## src/rtl/deq_pkg.sv

```systemverilog
// Shared sizing constants for the dequantizer bit extraction path.
package deq_pkg;

  localparam int unsigned WWIDTH  = 32;
  localparam int unsigned MAXCODE = 16;
  localparam int unsigned LEN_W   = 5;
  localparam int unsigned BUF_W   = 2 * WWIDTH;
  localparam int unsigned FILL_W  = $clog2(BUF_W + 1);

  // Width of a counter that must represent 0..2*w inclusive.
  function automatic int unsigned fill_width(input int unsigned w);
    return $clog2(2 * w + 1);
  endfunction

endpackage

```

## src/rtl/bit_extractor_field_aligner.sv

```systemverilog
// Masks the low code_len bits of the buffer, zero-extends and shifts them into place.
module field_aligner #(
  parameter int unsigned W     = deq_pkg::WWIDTH,
  parameter int unsigned LEN_W = deq_pkg::LEN_W
) (
  input  logic [W-1:0]     low_bits,
  input  logic [LEN_W-1:0] code_len,
  input  logic [LEN_W-1:0] shift,
  output logic [W-1:0]     field_c
);

  logic [W-1:0] mask;

  // Bits shifted past the MSB fall off, which gives the silent truncation.
  always_comb begin
    mask    = ~({W{1'b1}} << code_len);
    field_c = (low_bits & mask) << shift;
  end

endmodule

```

## src/rtl/bit_extractor.sv

```systemverilog
// Unpacks variable-width code fields from a stream of packed words, LSB oldest.
module bit_extractor #(
  parameter int unsigned WWIDTH  = deq_pkg::WWIDTH,
  parameter int unsigned MAXCODE = deq_pkg::MAXCODE
) (
  input  logic                       clk,
  input  logic                       rst_n,
  input  logic                       in_valid,
  output logic                       in_ready,
  input  logic [WWIDTH-1:0]          in_word,
  input  logic [deq_pkg::LEN_W-1:0]  code_len,
  input  logic [deq_pkg::LEN_W-1:0]  shift,
  input  logic                       flush,
  output logic                       out_valid,
  input  logic                       out_ready,
  output logic [WWIDTH-1:0]          ExtractedBits
);

  localparam int unsigned LEN_W  = deq_pkg::LEN_W;
  localparam int unsigned BUF_W  = 2 * WWIDTH;
  localparam int unsigned FILL_W = deq_pkg::fill_width(WWIDTH);
  localparam logic [LEN_W-1:0] MAX_LEN = LEN_W'(MAXCODE);

  logic [BUF_W-1:0]  buf_q, buf_d, buf_post;
  logic [FILL_W-1:0] fill_q, fill_d, fill_post;
  logic              out_valid_q, out_valid_d;
  logic [WWIDTH-1:0] data_q, data_d;
  logic [WWIDTH-1:0] field_c;
  logic              len_ok, accept, extract;

  field_aligner #(
    .W     (WWIDTH),
    .LEN_W (LEN_W)
  ) u_aligner (
    .low_bits (buf_q[WWIDTH-1:0]),
    .code_len (code_len),
    .shift    (shift),
    .field_c  (field_c)
  );

  // Extraction consumes first; an accepted word lands above the post-extraction fill.
  always_comb begin
    len_ok      = (code_len != '0) && (code_len <= MAX_LEN);
    in_ready    = (fill_q <= FILL_W'(WWIDTH)) && !flush;
    accept      = in_valid && in_ready;
    extract     = !flush && len_ok && (fill_q >= FILL_W'(code_len)) &&
                  (!out_valid_q || out_ready);
    buf_post    = extract ? (buf_q >> code_len) : buf_q;
    fill_post   = extract ? (fill_q - FILL_W'(code_len)) : fill_q;
    buf_d       = buf_post;
    fill_d      = fill_post;
    out_valid_d = out_valid_q;
    data_d      = data_q;

    if (accept) begin
      buf_d  = buf_post | (BUF_W'(in_word) << fill_post);
      fill_d = fill_post + FILL_W'(WWIDTH);
    end

    if (extract) begin
      data_d      = field_c;
      out_valid_d = 1'b1;
    end else if (out_valid_q && out_ready) begin
      out_valid_d = 1'b0;
    end

    // Buffer is zeroed too so bits above fill stay clear for the OR-append.
    if (flush) begin
      buf_d       = '0;
      fill_d      = '0;
      out_valid_d = 1'b0;
    end
  end

  always_ff @(posedge clk or negedge rst_n) begin
    if (!rst_n) begin
      buf_q       <= '0;
      fill_q      <= '0;
      out_valid_q <= 1'b0;
      data_q      <= '0;
    end else begin
      buf_q       <= buf_d;
      fill_q      <= fill_d;
      out_valid_q <= out_valid_d;
      data_q      <= data_d;
    end
  end

  assign out_valid     = out_valid_q;
  assign ExtractedBits = data_q;

endmodule

```

## config.mk

```make
export PLATFORM = sky130hd
export DESIGN_NAME = bit_extractor
export DESIGN_NICKNAME = d
export VERILOG_FILES = /design/src/rtl/deq_pkg.sv /design/src/rtl/bit_extractor_field_aligner.sv /design/src/rtl/bit_extractor.sv
export SDC_FILE = /design/constraint.sdc
export NUM_CORES = 1
export LEC_CHECK = 0
export CORE_UTILIZATION = 40
export CTS_BUF_LIST = sky130_fd_sc_hd__clkbuf_8
export DETAILED_ROUTE_END_ITERATION = 6
export PLACE_DENSITY = 0.59
export RECOVER_POWER = 100
export SLEW_MARGIN = 20
export SYNTH_ARGS = -nofsm -noshare
export SYNTH_HDL_FRONTEND = slang
export SYNTH_SLANG_ARGS = --single-unit
export TNS_END_PERCENT = 1
```

## constraint.sdc

```tcl
create_clock -name clk -period 6.5 [get_ports clk]
set_input_delay 1.3 -clock clk [delete_from_list [all_inputs] [get_ports clk]]
set_output_delay 1.3 -clock clk [all_outputs]
set_load 0.03 [all_outputs]
```

== Word-level counts from Yosys, hierarchy flattened ==
Index checks and enable logic that the tools add are counted.
Word-level totals
  input bits: 47
  register bits: 104
  word-level logic and storage cells: 37
Cells by class
  reductions and logical operators: 12
  shifts and indexed selects: 4
  order comparisons: 3
  $add $sub $neg: 2
  muxes and demuxes: 9
  bitwise operators: 3
Operators by type and width (count)
  two-way mux 64 bit: 3
  OR 64 bit: 1
  << shifter 32 x 7 -> 64 bit: 1
  right shift 64 x 5 -> 64 bit: 1
  bitwise AND 32 bit: 1
  inverter 32 bit: 1
  << shifter 32 x 5 -> 32 bit: 1
  << shifter 32 x 5 -> 32 bit, first input constant: 1
  two-way mux 7 bit: 3
  adder 7 x 6 -> 7 bit, second input constant: 1
  greater-or-equal comparator 7 x 5 -> 1 bit: 1
  less-or-equal comparator 7 x 6 -> 1 bit, second input constant: 1
  logical AND 1 bit: 7
  subtractor 7 x 5 -> 7 bit: 1
  less-or-equal comparator 5 bit, second input constant: 1
  nonzero test 5 bit: 1
  two-way mux 1 bit: 3
  nonzero test 3 bit: 1
  logical NOT 1 bit: 2
  logical OR 1 bit: 1

== Longest topological paths before layout ==
  depth after elaboration: 10
  depth in mapped cells: 18
  mapped depth without buffers: 13

== Modules after synthesis ==
Synthesis repeated with hierarchy kept, for this count alone.
Second synthesis, totals
  cells, all modules: 1697
  area total of the unflattened synthesis: 13097.6 um^2
By module, submodules not included
  bit_extractor: area an instance 10785.3 um^2, cells each 1344, times used 1
  field_aligner: area an instance 2312.2 um^2, cells each 353, times used 1

== Worst setup path before layout ==
OpenSTA, ideal clock, no wires.
  path kind: in2reg
  start point: input port code_len[3] in the netlist's numbering
  end point: register buf_q[34]
  required time: 6.364 ns
  library setup time: 0.136 ns
  setup slack: 0.421 ns
  cell stages on the path: 18
  buffers on the path: 6
  data arrival time: 5.943 ns
  cell sequence: clkbuf_1 -> inv_1 -> buf_1 -> clkbuf_1 -> clkbuf_1 -> ha_1 -> a21o_1 -> a2111oi_2 -> o21ai_1 -> and2_1 -> buf_4 -> nor2_2 -> buf_6 -> mux4_2 -> mux2i_2 -> mux2i_1 -> a2111oi_1 -> nor3_1
Between the ends
  word-level cells in the longest chain between the ends: 10
  elaborated cells on any way between the ends: 15
  those cells by class: add/sub (1); order compare (2); shift (2); mux (4); bitwise (1); reduce/logical (5)
Ends and longest elaborated chain
  start: declaration: line bit_extractor.sv:11  | input logic [deq_pkg::LEN_W-1:0] code_len,
  less-or-equal comparator 5 bit / nonzero test 5 bit (equally long branches): line bit_extractor.sv:43  | len_ok = (code_len != '0) && (code_len <= MAX_LEN);
  logical AND 1 bit: line bit_extractor.sv:43
  logical AND 1 bit (3 in a row): line bit_extractor.sv:46  | extract = !flush && len_ok && (fill_q >= FILL_W'(code_len)) &&
  two-way mux 7 bit: line bit_extractor.sv:49  | fill_post = extract ? (fill_q - FILL_W'(code_len)) : fill_q;
  << shifter 32 x 7 -> 64 bit: line bit_extractor.sv:56  | buf_d = buf_post | (BUF_W'(in_word) << fill_post);
  OR 64 bit: line bit_extractor.sv:56
  two-way mux 64 bit *: line bit_extractor.sv:55  | if (accept) begin
  two-way mux 64 bit *: line bit_extractor.sv:68  | if (flush) begin
  via buf_d[34]: line bit_extractor.sv:24  | logic [BUF_W-1:0] buf_q, buf_d, buf_post;
  end signal: assignment: line bit_extractor.sv:82  | buf_q <= buf_d;
  end: declaration: line bit_extractor.sv:24
The timed path passes the listed nets; every way through them passes the cells marked *.
A chain may end at the register's enable or synchronous reset.

== Worst setup path in the final report ==
  start point: input port code_len[3] in the netlist's numbering
  end point: register buf_q[47]
Same word-level chain as after synthesis.

==> summary.md <==
| Metric | Value |
|---|---|
| Path depth of the worst reg2reg path | 12 |
| Crit path buf inv count | 3 |
| Leakage power | 0.00501 µW |
| CTS tree | done |
| Area grow syn2layout | 10.1% |
| Avg WL per Cell | 25.9 µm |
| Register area | 0.00260 mm² |
| Critical path depth in cells | 10 |
| First-pass GRT wire length | 73,200 µm |
| # setup viols final | 0 |
| Sequential power share | 25.2% |
| CP max stage cell | clkbuf_1 |
| DP HPWL | 35,900 µm |
| PD cells | 374 mW/mm² |
| Slew HR | -102% |
| H-tree levels | 3 |
| Psw | 2600 µW |
| Vias | 12,606 |
| FMAX | 0.167 GHz |
| Cell variety after synth | 72 |
| EDFF count, synth | 0 |
| Cell family with most CP delay | buffers and inverters |
| Critical path class | input pin to flop |
| Cell Area, Synth | 0.0117 mm² |
| Worst-margin pin slew | 3.04 ns |
| Hold WC Path Type | flop to flop |
| Total Nets Final | 1,531 |
| Gr usage total | 31.7% |
| Clk sinks | 104 |
| Drt total wl | 48,300 µm |
| Fill cells | 2,972 |
| Cell depth of the worst min-delay path | 2 |
| TritonCTS Buffers | 9 |
| Initial antenna violation count | 0 |
| Vias in the first global route | 11,463 |
| Die Ht | 173 µm |
| Maximum VDD drop | 0.000186 V |
| Final cycle utilization of the critical path | 92.2% |
| Crit path cell chain | clkbuf_1 -> buf_4 -> nor3_1 -> a2111o_1 -> nor2_4 -> clkbuf_1 -> o21ai_0 -> nand2_1 -> nor2_1 -> a311oi_1 |
| Largest net degree at the start of global routing | 75 |
| Yosys warning total | 0 |
| Die ar. | 0.0298 mm² |
| Worst endpoint required time | 6.81 ns |
| CTS Hold Bufs | 0 |
| Drt pass-1 iters | 5 |
| Hold Vio Cnt, Final | 0 |
| RSZ-0062 raised after global routing | no |
| Clk pwr share | 9.4% |
| Cell chosen for the clock root | clkbuf_8 |
| Core area | 0.0287 mm² |
| GRT Residual Overflow | 0 |
| Die W | 173 µm |
| Critical path arrival | 6.30 ns |
| RD Place Congestion | 0.996 |
| Fin area | 0.0128 mm² |
| Setup Skew | 0.0138 ns |
| Placed insts | 1,850 |
| Post-CTS setup buffer count | 0 |
| # IOs | 81 |
| Syn_nets | 1,537 |
| Row count | 62 |
| Avg Synthesized Cell Area | 7.86 µm² |
| DRT antenna net count | 0 |
| Fin crit period | 5.99 ns |
| Worst-path clk slew | 0.12 ns |
| Logic pwr share | 65.4% |
| Predominant post-synthesis flop cell | dfrtp_1 |
| Worst skew pair latency | 0.41 ns |
| Sw frac | 54.1% |
| Fin. max-slew vios | 228 |
| Pint | 2210 µW |
| Failing checks | capacitance limit, slew limit |
| Placed Instance Area | 0.0127 mm² |
| Clock Path Buffers | 2 |
| Crit. End Element | flop |
| Max FO, Critical Path | 62 |
| Setup TNS | 0 ns |
| Status | complete, but fails checks |
| Final non-filler cell total | 1,867 |
| Synthesized flop and latch total | 104 |
| Routed vias/inst | 6.75 |
| Crit path largest cell delay | 2.16 ns |
| ANT cells | 0 |
| Startpoint Class | input pin |
| DR iter-0 viols | 2,048 |
| Starting density of the core | 40.6% |
| Residual DRC | 0 |
| Cells resized by post-CTS repair | 0 |
| Share of layout cells above drive strength 1 | 10.7% |
| PortBufs | 80 |
| Ys async rst share | 100% |
| Most frequent CP cell | clkbuf_1 |
| Synthesized instance count | 1,484 |
| Seq/Total Area, Yosys | 22.3% |
| Max-cap viol count | 4 |
| Multi-input logic area | 0.00850 mm² |
-- worst min-delay path: cells and delay by family (launching register included) --
kind / cells / cell delay, ns
DFF: 1 / 0.36
AOI/OAI and AO/OA: 1 / 0.06
and+or+nand+nor: 1 / 0.04
-- placed cells by master (no fill, tap or decap), types with 10 or more instances in the layout --
cell and n:
a31oi_1 25, a221oi_1 13, o22ai_1 28, dlygate4sd3_1 34, o21ai_0 145, a21o_1 10
nand3_1 30, o211ai_1 21, and2_1 13, mux2_2 21, nand2_1 259, buf_4 30
a211oi_1 25, or3_1 11, mux4_2 73, inv_1 11, o221ai_1 17, a21oi_1 74
nor3_1 33, mux2i_1 98, a22oi_1 10, a311oi_1 14, clkdlybuf4s50_1 39, nor2_1 172
dfrtp_1 104, o32ai_1 10
-- synthesized netlist by cell type (5+ instances only) --
master,n,area (µm²)
a21o_1,10,75.1
mux2i_1,99,991
a32oi_1,5,43.8
nand2_1,259,972
a21oi_1,74,370
and3_1,7,43.8
a221o_1,5,50.1
o22ai_1,28,175
o221ai_1,17,149
o32ai_1,10,87.6
a311oi_1,14,123
inv_1,12,45.0
a211oi_1,25,188
nand3_1,30,150
o211ai_1,21,158
nor2b_1,7,43.8
dfrtp_1,104,2600
a22o_1,8,70.1
mux4_2,73,1640
nor3_1,33,165
a221oi_1,13,114
mux2_2,22,248
a31oi_1,25,156
or3_1,11,68.8
clkbuf_1,94,353
o21a_1,9,67.6
o31ai_1,8,60.1
ha_1,5,62.6
xor2_1,5,43.8
nand4_1,6,37.5
o21ai_0,144,721
and2_1,13,81.3
buf_1,31,116
nand2b_1,8,50.1
a22oi_1,10,75.1
nor2_1,173,649
-- layer usage --
layer,GRT usage [%],part of all wire [%],up-vias
li1,-,-,5590
met1,47.5,44,6071
met2,46.1,43,836
met3,4.93,9.9,109
met4,10.6,3.0,0
met5,0,0,-
-- power groups by stage --
stage | Clock, µW | Sequential (µW) | Combinational (µW)
2_1_floorplan | 0 | 1160 | 2010
3_3_place_gp | 0 | 1200 | 3070
3_5_place_dp | 0 | 1210 | 3080
4_1_cts | 452 | 1200 | 3090
5_1_grt | 478 | 1230 | 3330
6_report | 452 | 1210 | 3140
-- worst paths after layout --
| kind | start | to | slack (ns) |
|---|---|---|---|
| max | code_len[3] | buf_q[47]$_DFF_PN0_ | 0.51 |
| min | ExtractedBits[7]$_DFFE_PN0N_ | ExtractedBits[7]$_DFFE_PN0N_ | 0.49 |
| max reg2reg | fill_q[3]$_DFF_PN0_ | buf_q[14]$_DFF_PN0_ | 1.32 |
| min reg2reg | ExtractedBits[7]$_DFFE_PN0N_ | ExtractedBits[7]$_DFFE_PN0N_ | 0.49 |
| max in group asynchronous | rst_n | buf_q[27]$_DFF_PN0_ | 2.10 |
| min in group asynchronous | rst_n | ExtractedBits[8]$_DFFE_PN0N_ | 1.30 |
-- sequential cells by signal, summed over array words and instances, names as in the netlist --
name	flops
buf_q	64
ExtractedBits	32
fill_q	7
out_valid	1
-- cell families after synthesis --
| logic type | after synthesis | synth area share [%] |
|---|---|---|
| AO/OA/AOI/OAI | 469 | 26.6 |
| XOR/XNOR | 7 | 0.590 |
| adder cells (fa/ha/maj) | 6 | 0.708 |
| buffers and inverters | 146 | 4.89 |
| flip-flops | 104 | 22.3 |
| multiplexers | 196 | 25.0 |
| AND/OR/NAND/NOR | 556 | 19.9 |
-- stage by stage --
step / total power, µW / utilization, % / setup slack (ns) / hold slack (ns)
2_1_floorplan: 3170 / - / 0.421 / 0.516
6_report: 4810 / 44.7 / 0.505 / 0.492
5_1_grt: 5040 / 44.7 / 0.353 / 0.533
3_5_place_dp: 4290 / 44.2 / 0.558 / 0.475
3_3_place_gp: 4270 / 44.2 / 0.669 / 0.470
4_1_cts: 4740 / 44.9 / 0.990 / 0.500
-- cell type report --
class	count	area share (%)
clock buffer	9	0.964
clock inverter	7	0.623
inverter	15	0.438
multi-input combinational	1234	66.2
sequential	104	20.3
tap	384	3.74
timing repair buffer	114	7.81
(Power assumes the default switching activity.)
